File: config.mk
export PLATFORM = sky130hd
export DESIGN_NAME = i2s_tx_master
export DESIGN_NICKNAME = d
export VERILOG_FILES = /design/src/rtl/i2s_tx_master.sv
export SDC_FILE = /design/constraint.sdc
export NUM_CORES = 1
export LEC_CHECK = 0
export ABC_AREA = 1
export CORE_ASPECT_RATIO = 1.75
export CORE_MARGIN = 3
export CORE_UTILIZATION = 55
export CTS_BUF_LIST = sky130_fd_sc_hd__clkbuf_4 sky130_fd_sc_hd__clkbuf_8
export CTS_CLUSTER_DIAMETER = 150
export DETAILED_ROUTE_END_ITERATION = 12
export PLACE_DENSITY = 0.74
export SLEW_MARGIN = 25
export SYNTH_ARGS = -nofsm -noshare
export SYNTH_HDL_FRONTEND = slang
export SYNTH_SLANG_ARGS = --single-unit
File: constraint.sdc
create_clock -name clk_i -period 7.85 [get_ports clk_i]
set_input_delay 1.1775 -clock clk_i [delete_from_list [all_inputs] [get_ports clk_i]]
set_output_delay 1.1775 -clock clk_i [all_outputs]
set_load 0.01 [all_outputs]
File: src/rtl/i2s_tx_master.sv
// I2S transmit master with Philips framing: sck/ws are generated from clk_i by a
// programmable divider, and left/right words are served from an internal FIFO.
module i2s_tx_master #(
    parameter int unsigned SAMPLE_W   = 16,
    parameter int unsigned FIFO_DEPTH = 8,
    localparam int unsigned AW = $clog2(FIFO_DEPTH),
    localparam int unsigned LW = AW + 1
) (
    input  logic                clk_i,
    input  logic                rst_i,
    input  logic                en,
    input  logic [7:0]          prescale,
    input  logic                flush,
    input  logic [SAMPLE_W-1:0] in_data,
    input  logic                in_valid,
    output logic                in_ready,
    input  logic [LW-1:0]       fifo_thr,
    output logic [LW-1:0]       fifo_level,
    output logic                underflow,
    input  logic                underflow_clr,
    output logic                irq,
    output logic                sck,
    output logic                ws,
    output logic                sdo
);
    localparam int unsigned BW = $clog2(SAMPLE_W);
    localparam logic [BW-1:0] LastBit = BW'(SAMPLE_W - 1);
    localparam logic [BW-1:0] LsbPrev = BW'(SAMPLE_W - 2);

    localparam logic [1:0] StIdle = 2'd0;
    localparam logic [1:0] StRun  = 2'd1;
    localparam logic [1:0] StStop = 2'd2;

    logic [1:0]          state_q, state_d;
    logic                sck_q, sck_d;
    logic                ws_q, ws_d;
    logic [SAMPLE_W-1:0] shift_q, shift_d;
    logic [BW-1:0]       bit_cnt_q, bit_cnt_d;
    logic [7:0]          div_q, div_d;
    logic [7:0]          presc_q, presc_d;
    logic [AW:0]         wr_q, wr_d;
    logic [AW:0]         rd_q, rd_d;
    logic                underflow_q, underflow_d;
    logic                irq_q, irq_d;
    logic [SAMPLE_W-1:0] mem_q [FIFO_DEPTH];

    logic [LW-1:0] level;
    logic          empty, push, load, tc, fall;

    // FIFO bookkeeping; pointers carry one extra wrap bit so full != empty.
    always_comb begin
        level       = wr_q - rd_q;
        empty       = (level == '0);
        in_ready    = (level != LW'(FIFO_DEPTH));
        push        = in_valid && in_ready && !flush;
        wr_d        = flush ? '0 : wr_q + LW'(push);
        rd_d        = flush ? '0 : rd_q + LW'(load && !empty);
        underflow_d = (load && empty) ? 1'b1 : (underflow_clr ? 1'b0 : underflow_q);
        irq_d       = ((state_q == StRun) && (level <= fifo_thr)) || underflow_q;
    end

    always_comb begin
        state_d   = state_q;
        sck_d     = sck_q;
        ws_d      = ws_q;
        shift_d   = shift_q;
        bit_cnt_d = bit_cnt_q;
        div_d     = div_q;
        presc_d   = presc_q;
        load      = 1'b0;
        tc        = (div_q == presc_q);
        fall      = tc && sck_q;
        case (state_q)
            StIdle: begin
                if (en && !empty) begin
                    state_d   = StRun;
                    presc_d   = prescale;
                    ws_d      = 1'b0;
                    sck_d     = 1'b0;
                    shift_d   = '0;
                    bit_cnt_d = LastBit;
                    div_d     = '0;
                end
            end
            default: begin
                if (state_q == StRun && !en) begin
                    state_d = StStop;
                end else if (state_q == StStop && en) begin
                    state_d = StRun;
                end
                if (tc) begin
                    div_d = '0;
                    sck_d = ~sck_q;
                end else begin
                    div_d = div_q + 8'd1;
                end
                if (fall) begin
                    if (bit_cnt_q == LastBit) begin
                        // ws low at a word boundary means the next slot is a left word.
                        if (state_q == StStop && !en && !ws_q) begin
                            state_d = StIdle;
                            sck_d   = 1'b0;
                            ws_d    = 1'b1;
                            shift_d = '0;
                            div_d   = '0;
                        end else begin
                            load      = 1'b1;
                            bit_cnt_d = '0;
                            shift_d   = empty ? '0 : mem_q[rd_q[AW-1:0]];
                        end
                    end else begin
                        bit_cnt_d = bit_cnt_q + 1'b1;
                        shift_d   = {shift_q[SAMPLE_W-2:0], 1'b0};
                        if (bit_cnt_q == LsbPrev) begin
                            ws_d = ~ws_q;
                        end
                    end
                end
            end
        endcase
    end

    always_ff @(posedge clk_i or posedge rst_i) begin
        if (rst_i) begin
            state_q     <= StIdle;
            sck_q       <= 1'b0;
            ws_q        <= 1'b1;
            shift_q     <= '0;
            bit_cnt_q   <= '0;
            div_q       <= '0;
            presc_q     <= '0;
            wr_q        <= '0;
            rd_q        <= '0;
            underflow_q <= 1'b0;
            irq_q       <= 1'b0;
        end else begin
            state_q     <= state_d;
            sck_q       <= sck_d;
            ws_q        <= ws_d;
            shift_q     <= shift_d;
            bit_cnt_q   <= bit_cnt_d;
            div_q       <= div_d;
            presc_q     <= presc_d;
            wr_q        <= wr_d;
            rd_q        <= rd_d;
            underflow_q <= underflow_d;
            irq_q       <= irq_d;
        end
    end

    always_ff @(posedge clk_i) begin
        if (push) begin
            mem_q[wr_q[AW-1:0]] <= in_data;
        end
    end

    assign fifo_level = level;
    assign underflow  = underflow_q;
    assign irq        = irq_q;
    assign sck        = sck_q;
    assign ws         = ws_q;
    assign sdo        = shift_q[SAMPLE_W-1];
endmodule

### Yosys cells after proc, flatten, opt, wreduce, memory -nomap -nowiden

Memory sizes are Yosys's and may differ from the RTL's.
Cells that the tools add are included.

* bits in writable memories: 128
* output and inout port bits: 10
* input port bits: 34
* memories kept: 1
* word-level logic and storage cells: 99
* memory bits (read-only): 0
* register bits: 50
* latch bits: 0

* add/sub/neg operators: 5
* shift operators: 0
* divide/modulo/power cells: 0
* mux-type cells: 45
* reductions and logical operators: 25
* multiply operators: 0
* $lt $le $gt $ge: 1
* eq/ne operators: 9
* bitwise operators: 2

Memory list
* mem_q: depth 8, bits a word 16, read ports 1, clocked after Yosys merged registers in 0, write ports 1, RTL line 45 `logic [SAMPLE_W-1:0] mem_q [FIFO_DEPTH];`

Operator list (count)
* two-way mux 16 bit: 6
* two-way mux 8 bit: 6
* two-way mux 4 bit: 7
* two-way mux 1 bit: 19
* two-way mux 2 bit: 7
* logical AND 1 bit: 11
* adder 4 x 1 -> 4 bit: 2
* adder 8 x 1 -> 8 bit (second input constant): 1
* == test 4 bit (second input constant): 2
* == test 8 bit: 1
* adder 4 x 1 -> 4 bit (second input constant): 1
* <= comparator 4 bit: 1
* logical NOT 1 bit: 4
* logical NOT 4 bit: 1
* inequality test 4 bit (second input constant): 1
* AND reduction 2 bit: 2
* AND reduction 4 bit: 1
* nonzero test 2 bit: 2
* subtractor 4 bit: 1
* inequality test 3 x 1 -> 1 bit (second input constant): 1
* inequality test 3 x 2 -> 1 bit (second input constant): 1
* AND reduction 3 bit: 1
* nonzero test 3 bit: 1
* == test 2 x 1 -> 1 bit (second input constant): 1
* other kinds (5): 6

### Depth between registers and ports, before layout

Gate-level depths: netlist of the first run.

* depth in word-level cells: 10
* gate-level depth with buffers: 17
* mapped depth without buffers: 17

### Least setup slack after synthesis of the first run

OpenSTA, ideal clock, no wires.

* kind: register to register
* start point: reg rd_q[2]
* end point: mem mem_q[6][0], enable pin
* cell stages (with the launch flop): 11
* period minus slack after synthesis: 3.411 ns
* arrival time: 3.002 ns
* setup time: 0.409 ns
* slack: 4.439 ns
* data required time: 7.441 ns
* path buffers: 1
* path through: dfrtp_1 -> clkinv_1 -> clkbuf_1 -> ha_1 -> a21oi_2 -> nand2_1 -> nand2_1 -> nand2_1 -> nand2_1 -> nand3_2 -> nor3_1

* word-level cells in the longest chain between the ends: 6

Ends and longest elaborated chain
* from (decl): RTL line 42 `logic [AW:0] rd_q, rd_d;`
* from (signal assigned): RTL line 145 `rd_q <= rd_d;`
* subtractor 4 bit: RTL line 52 `level = wr_q - rd_q;`
* net fifo_level[3]: RTL line 18 `output logic [LW-1:0] fifo_level,`
* inequality test 4 bit: RTL line 54 `in_ready = (level != LW'(FIFO_DEPTH));`
* net in_ready: RTL line 16 `output logic in_ready,`
* logical AND 1 bit (2 in series): RTL line 55 `push = in_valid && in_ready && !flush;`
* two-way mux 1 bit: RTL line 152 `if (push) begin`
* two-way mux 1 bit (not written as such): RTL line 153 `mem_q[wr_q[AW-1:0]] <= in_data;`
* to (decl): RTL line 45

The timed path passes the listed nets, and every way through them passes these cells.

### Worst setup path in the final report of the first run

* start point: reg rd_q[2]
* end point: out in_ready

* word-level cells in the longest chain between the ends: 2

Ends and longest elaborated chain (RTL line)
* subtractor 4 bit: 52
* inequality test 4 bit: 54
* to (decl): 16

Every way passes these cells.

==> impl_metrics.ini, run 1 <==
[drt]
route.detailed.drc = 0
wl_per_cell_microns = 16.7
drt_iter0_markers = 368
wl_microns = 17100
vias = 5717
drtPass1Iterations = 6
via_per_inst = 5.58
ant_nets = 0

[placement]
hpwl_microns = 11400
placed_cells = 993
gp_congestion = 0.806
port_buffers = 43

[timing]
fin_skew_ns = 0.0151
max_freq_mhz = 198
fin_setup_tns_ns = 0
worst_hold_slack_ns = 0.503
hold_viol_final = 0
period_needed_ns = 5.05
setup_viol_count_final = 0
worst_slew_pin_slew_ns = 0.854
slew-limit-headroom_pct = 43.1
rsz0062_at_grt = false
report.final.slew_viol_count = 0
period_share_pct = 64.3

[setup_path]
crit_slowest_cell = dfrtp_1
worstPathCellList = clkinv_1 > ha_1 > a21oi_2 > nand2_1 > nand2_1 > nand2_1 > nand2_1 > clkdlybuf4s50_1
path_common_cell = nand2_1
cp_slowest_stage_delay_ns = 0.86
worst_setup_path_end_kind = output port
r2r_cells = 12
startpoint_type = flop
cp.arrival_ns = 3.87
cp_max_fo = 20
required_ns = 6.67
critPathKind = flop to output port

[clock_network]
cts_resized = 0
root_buffer = clkbuf_8
clkTransAtPathRegs_ns = 0.10
cts_max_path_buffers = 2
clk_latency_ns = 0.46
cts_hold_buf = 0
cts_setup_buffers = 0
htree_levels = 4
cts_tree = built
cts_made_buffers = 17
clock_sinks = 178

[synth]
synth_ff_type = edfxtp_1
synth-edff-count = 128
syn-cell-area_sq_um = 8150
synth_xor_area_share_pct = 1.07
yosys.area.top_type = edfxtp_1
syn_nets = 840
synthSimpleGateAreaFrac_pct = 22.9
muxShareOfSynthArea_pct = 0
synth_adder_area_share_pct = 2.55
synth_area_leaders = edfxtp_1, dfrtp_1, nand2_1
avgSynthCellArea_sq_um = 10.3
synth_top_family_by_area = simple AND/OR/NAND/NOR gates
synth_compound_area_share_pct = 6.17
synth_top_area_share_pct = 47.2
syn_inst = 790
synthDistinctLibCells = 39
async_flop_share_pct = 28.1
synth.ff_latch_count = 178
ys_warn_count = 0
ys_seq_area_share_pct = 62.5

[die]
core_area_sq_um = 14400
rows = 58
dieArea_sq_um = 16400
die_h_microns = 167
io_pins = 44
start_util_pct = 56.4
die_x_microns = 98.0

[power]
powerDensity_nw_per_um2 = 234
ir_worst_vdd_mv = 0.135
switching_power_mw = 0.670
p_seq_share_pct = 53.0
p_leak_nw = 3.88
power_mw = 2.14
intPower_mw = 1.47
combPwrFrac_pct = 18.1
clock_power_share_pct = 28.9
switching_share_pct = 31.3

[global_route]
antenna_found_initial = 0
gr-total-overflow = 0
grt_pass1_wl_microns = 28500
grt_max_degree = 68
grt_pass1_vias = 5819
grt.total_usage_pct = 21.9

[hold_path]
holdPathStages = 2
worst_hold_path_type = flop to flop

[final_layout]
final_cells = 1025
drive_gt1_share_pct = 11.2
nets = 882
fillers = 1176
area_growth_pct = 12.0
diodes = 0

[outcome]
status = finished clean

[run]
cap_violations = 0
==> logic make-up (layout without fill, tap and decap cells) <==
logic type	Yosys count	count (layout)
buffers and inverters	87	142
XOR/XNOR	10	10
AO/OA/AOI/OAI	83	83
AND/OR/NAND/NOR	416	416
flip-flops	178	178
adder cells (fa/ha/maj)	16	16
==> critical path, delay by kind of cell (launching register included) <==
family / cells / cell delay [ns]
compound gates: 1 / 0.18
fa+ha+maj: 1 / 0.60
buf+inv: 2 / 1.34
flops: 1 / 0.86
simple gates: 4 / 0.44
==> cells in the final DEF, fill, tap and decap left out, types with 2 or more instances in the layout <==
cell             Yosys  final
o21ai_0             46     46
nand4_1              3      3
a21oi_1             16     16
inv_6                0      3
clkinv_8             0      4
nand3_1             98     98
ha_1                15     15
dfrtp_1             49     47
clkdlybuf4s50_1      0     43
or2_2                3      3
inv_1               49     48
a21oi_2              6      6
clkbuf_8             0     17
xor2_1               5      5
nand3_2              2      2
nand2_2              8      8
nand2_4              2      2
dfrtp_2              0      2
nor3_2               0      2
nand3_4              2      2
nand3b_1             7      7
inv_2                6      6
xnor2_1              5      5
inv_8                0      5
edfxtp_1           128    128
nor2_8               3      3
buf_4                0     11
clkinv_4             0      2
nor3_1               5      3
nand2_1            194    194
o21ai_2              9      9
nor2_1              86     86
==> routing by layer <==
layer	vias up	part of all wire [%]	GRT usage [%]
met1	2782	37	24.4
met5	-	0	0
met4	0	2.6	8.62
li1	2747	-	-
met3	35	3.8	3.94
met2	153	56	40.8
==> sequential cells by signal, summed over array words and instances, names as in the netlist <==
register,flops
bit_cnt_q,4
wr_q,4
rd_q,4
shift_q,16
ws,1
div_q,8
state_q,2
irq,1
mem_q,128
presc_q,8
sck,1
underflow,1
==> Yosys cell counts, types with 4 or more instances <==
| cell | instances |
|---|---|
| nand3b_1 | 7 |
| buf_2 | 15 |
| nand2_2 | 8 |
| a21oi_2 | 6 |
| nor3_1 | 5 |
| nand3_1 | 98 |
| nand2_1 | 194 |
| xor2_1 | 5 |
| inv_2 | 6 |
| inv_1 | 49 |
| dfrtp_1 | 49 |
| xnor2_1 | 5 |
| o21ai_2 | 9 |
| edfxtp_1 | 128 |
| buf_6 | 4 |
| o21ai_0 | 46 |
| a21oi_1 | 16 |
| clkbuf_1 | 11 |
| ha_1 | 15 |
| nor2_1 | 86 |
==> power groups by stage <==
stage | Combinational [mW] | Sequential [mW] | Clock, mW
after floorplan | 0.294 | 1.14 | 0
final | 0.388 | 1.14 | 0.618
after CTS | 0.393 | 1.14 | 0.632
after global placement | 0.374 | 1.15 | 0
after detailed placement | 0.390 | 1.16 | 0
after global routing | 0.440 | 1.14 | 0.669
==> final cells by class <==
| cell class | instances | area [sq um] | area share (%) |
|---|---|---|---|
| sequential | 178 | 5100 | 55.8 |
| timing repair buffer | 54 | 513 | 5.62 |
| clock inverter | 14 | 165 | 1.81 |
| multi-input combinational | 525 | 2680 | 29.3 |
| clock buffer | 18 | 241 | 2.64 |
| tap | 180 | 225 | 2.47 |
| inverter | 56 | 211 | 2.32 |
==> path summary, 6_finish.rpt <==
kind	startpoint	to	slack, ns
hold reg to reg	underflow$_DFFE_PP0P_	irq$_DFF_PP0_	0.50
max in group asynchronous	rst_i	rd_q[0]$_DFF_PP0_	6.18
hold / removal	underflow$_DFFE_PP0P_	irq$_DFF_PP0_	0.50
min in group asynchronous	rst_i	irq$_DFF_PP0_	1.20
setup / recovery	rd_q[2]$_DFF_PP0_	in_ready	2.80
setup reg to reg	rd_q[2]$_DFF_PP0_	rd_q[2]$_DFF_PP0_	3.94
==> through the flow <==
| stage | worst slack (ns) | utilization (%) | instance area (sq um) |
|---|---|---|---|
| floorplan | 4.44 | - | 8150 |
| CTS | 2.80 | 63.2 | 9130 |
| global placement | 3.41 | 60.4 | 8720 |
| global route | 2.58 | 63.2 | 9130 |
| finish | 2.80 | 63.2 | 9130 |
| detailed placement | 3.33 | 60.4 | 8730 |
Note: power is estimated with default switching activity, not from simulation.
==> run 2: changes to the inputs <==
--- a/config.mk
+++ b/config.mk
@@ -12,7 +12,7 @@
 export CTS_BUF_LIST = sky130_fd_sc_hd__clkbuf_4 sky130_fd_sc_hd__clkbuf_8
 export CTS_CLUSTER_DIAMETER = 150
 export DETAILED_ROUTE_END_ITERATION = 12
-export PLACE_DENSITY = 0.74
+export PLACE_DENSITY = 0.77
 export SLEW_MARGIN = 25
 export SYNTH_ARGS = -nofsm -noshare
 export SYNTH_HDL_FRONTEND = slang
==> constraint.sdc (replaced) <==
create_clock -name clk_i -period 4.45 [get_ports clk_i]
set_input_delay 0.6675 -clock clk_i [delete_from_list [all_inputs] [get_ports clk_i]]
set_output_delay 0.6675 -clock clk_i [all_outputs]
set_load 0.01 [all_outputs]
==> run 2 against run 1 <==
Clock skew up 0.0094 ns. Clock-buffer cell count unchanged. Total power up 76%. Largest cell class unchanged. Critical path type unchanged. Non-clock buffer count up 1. Routed wire length about the same. Clock power up 76%. Sequential power up 76%. Die area unchanged. Global-route usage down 0.49 points. Worst setup slack worse by 2.1 ns. Critical endpoint unchanged. Flip-flop and latch count unchanged.
==> impl_metrics.ini, run 2 (synthesis results as in run 1) <==
[outcome]
status = finished clean

[power]
ir_worst_vdd_mv = 0.255
clock_power_share_pct = 28.7
p_leak_nw = 3.88
p_seq_share_pct = 53.1
switching_share_pct = 31.4
switching_power_mw = 1.19
power_mw = 3.78
combPwrFrac_pct = 18.1
intPower_mw = 2.59
powerDensity_nw_per_um2 = 413

[final_layout]
nets = 883
area_growth_pct = 12.1
layout_commonest_cell = nand2_1
diodes = 0
final_cells = 1026
drive_gt1_share_pct = 11.2
largest_register_ffs = 128
layout_common_cells = nand2_1, edfxtp_1, nand3_1, nor2_1

[clock_network]
cts_resized = 0
cts_setup_buffers = 0
cts_hold_buf = 0
root_buffer = clkbuf_8
cts_tree = built
clock_sinks = 178
htree_levels = 4
cts_max_path_buffers = 2
clk_latency_ns = 0.46
cts_made_buffers = 17
clkTransAtPathRegs_ns = 0.09

[setup_path]
startpoint_type = flop
cp.arrival_ns = 3.08
worst_setup_path_end_kind = output port
required_ns = 3.78
cp_max_fo = 20
critPathKind = flop to output port

[placement]
placed_cells = 994
hpwl_microns = 11100
gp_congestion = 0.815
port_buffers = 43
place_ws_ns = 1.17

[drt]
vias = 5743
wl_per_cell_microns = 16.7
wl_microns = 17100
drtPass1Iterations = 5
drt_iter0_markers = 264
ant_nets = 0
via_per_inst = 5.60
route.detailed.drc = 0

[timing]
setup_viol_count_final = 0
fin_skew_ns = 0.0246
period_share_pct = 84.3
max_freq_mhz = 267
hold_viol_final = 0
period_needed_ns = 3.75
worst_hold_slack_ns = 0.488
setup_ws_ns = 0.701
slew-limit-headroom_pct = 34.7
fin_setup_tns_ns = 0
rsz0062_at_grt = false
report.final.slew_viol_count = 0
worst_slew_pin_slew_ns = 0.978

[run]
cap_violations = 0

[die]
die_h_microns = 167
io_pins = 44
core_area_sq_um = 14400
die_x_microns = 98.0
dieArea_sq_um = 16400
rows = 58
start_util_pct = 56.4

[global_route]
grt.total_usage_pct = 21.5
grt_pass1_vias = 5762
antenna_found_initial = 0
gr-total-overflow = 0
grt_max_degree = 67
grt_pass1_wl_microns = 27800

[hold_path]
worst_hold_path_type = flop to flop
## run 2: changes by cell type in the layout (fill, tap and decap cells not counted)
| cell | delta |
|---|---|
| buf_4 | +1 |
| inv_4 | +1 |
| inv_6 | -2 |
| dfrtp_1 | +1 |
| dfrtp_2 | -1 |
| clkinv_2 | -1 |
| clkinv_4 | +2 |
## run 2: power by group through the flow
stage                     Combinational, mW  Clock, mW  Sequential [mW]
after floorplan                       0.518          0             2.02
after global placement                0.659          0             2.03
after detailed placement              0.694          0             2.04
after CTS                             0.695       1.11             2.01
after global routing                  0.779       1.17             2.02
final                                 0.685       1.09             2.01
## run 2: per-stage QoR
stage / util [%] / instance area [sq um]
after global placement: 60.5 / 8730
after global routing: 63.3 / 9140
after CTS: 63.3 / 9140
final: 63.3 / 9140
after floorplan: - / 8150
after detailed placement: 60.5 / 8730
## run 2: layer usage
metal	share of wire (%)	track usage, %	vias to the layer above	wire length [microns]
met1	38	24.7	2784	6530
met2	54	38.3	156	9180
met5	0	0	-	0
met4	3.8	10.2	0	650
met3	4.3	3.60	53	739
li1	-	-	2750	-
## run 2: worst max-delay path, cell delays in order (launching register included)
cell             delay (ns)
dfrtp_1                0.90
clkinv_1               0.24
ha_1                   0.39
a21oi_2                0.16
nand2_1                0.06
nand2_1                0.15
nand2_1                0.10
nand2_1                0.10
clkdlybuf4s50_1        0.54
## run 2: path summary, 6_finish.rpt
| path | from | end | slack, ns | cells after the start |
|---|---|---|---|---|
| worst min-delay path | underflow$_DFFE_PP0P_ | irq$_DFF_PP0_ | 0.49 | 2 |
| max in group asynchronous | rst_i | rd_q[0]$_DFF_PP0_ | 3.35 | 2 |
| worst max-delay path | rd_q[2]$_DFF_PP0_ | in_ready | 0.70 | 8 |
| worst max register to register | rd_q[2]$_DFF_PP0_ | rd_q[2]$_DFF_PP0_ | 1.30 | 12 |
| worst min register to register | underflow$_DFFE_PP0P_ | irq$_DFF_PP0_ | 0.49 | 2 |
| min in group asynchronous | rst_i | underflow$_DFFE_PP0P_ | 0.65 | 2 |
## run 2: final cells by class
type | instances | area (sq um)
Clock buffer | 18 | 241
Clock inverter | 14 | 165
Fill cell | 1133 | 5300
Inverter | 56 | 213
Multi-Input combinational cell | 525 | 2680
Sequential cell | 178 | 5100
Tap cell | 180 | 225
Timing Repair Buffer | 55 | 520
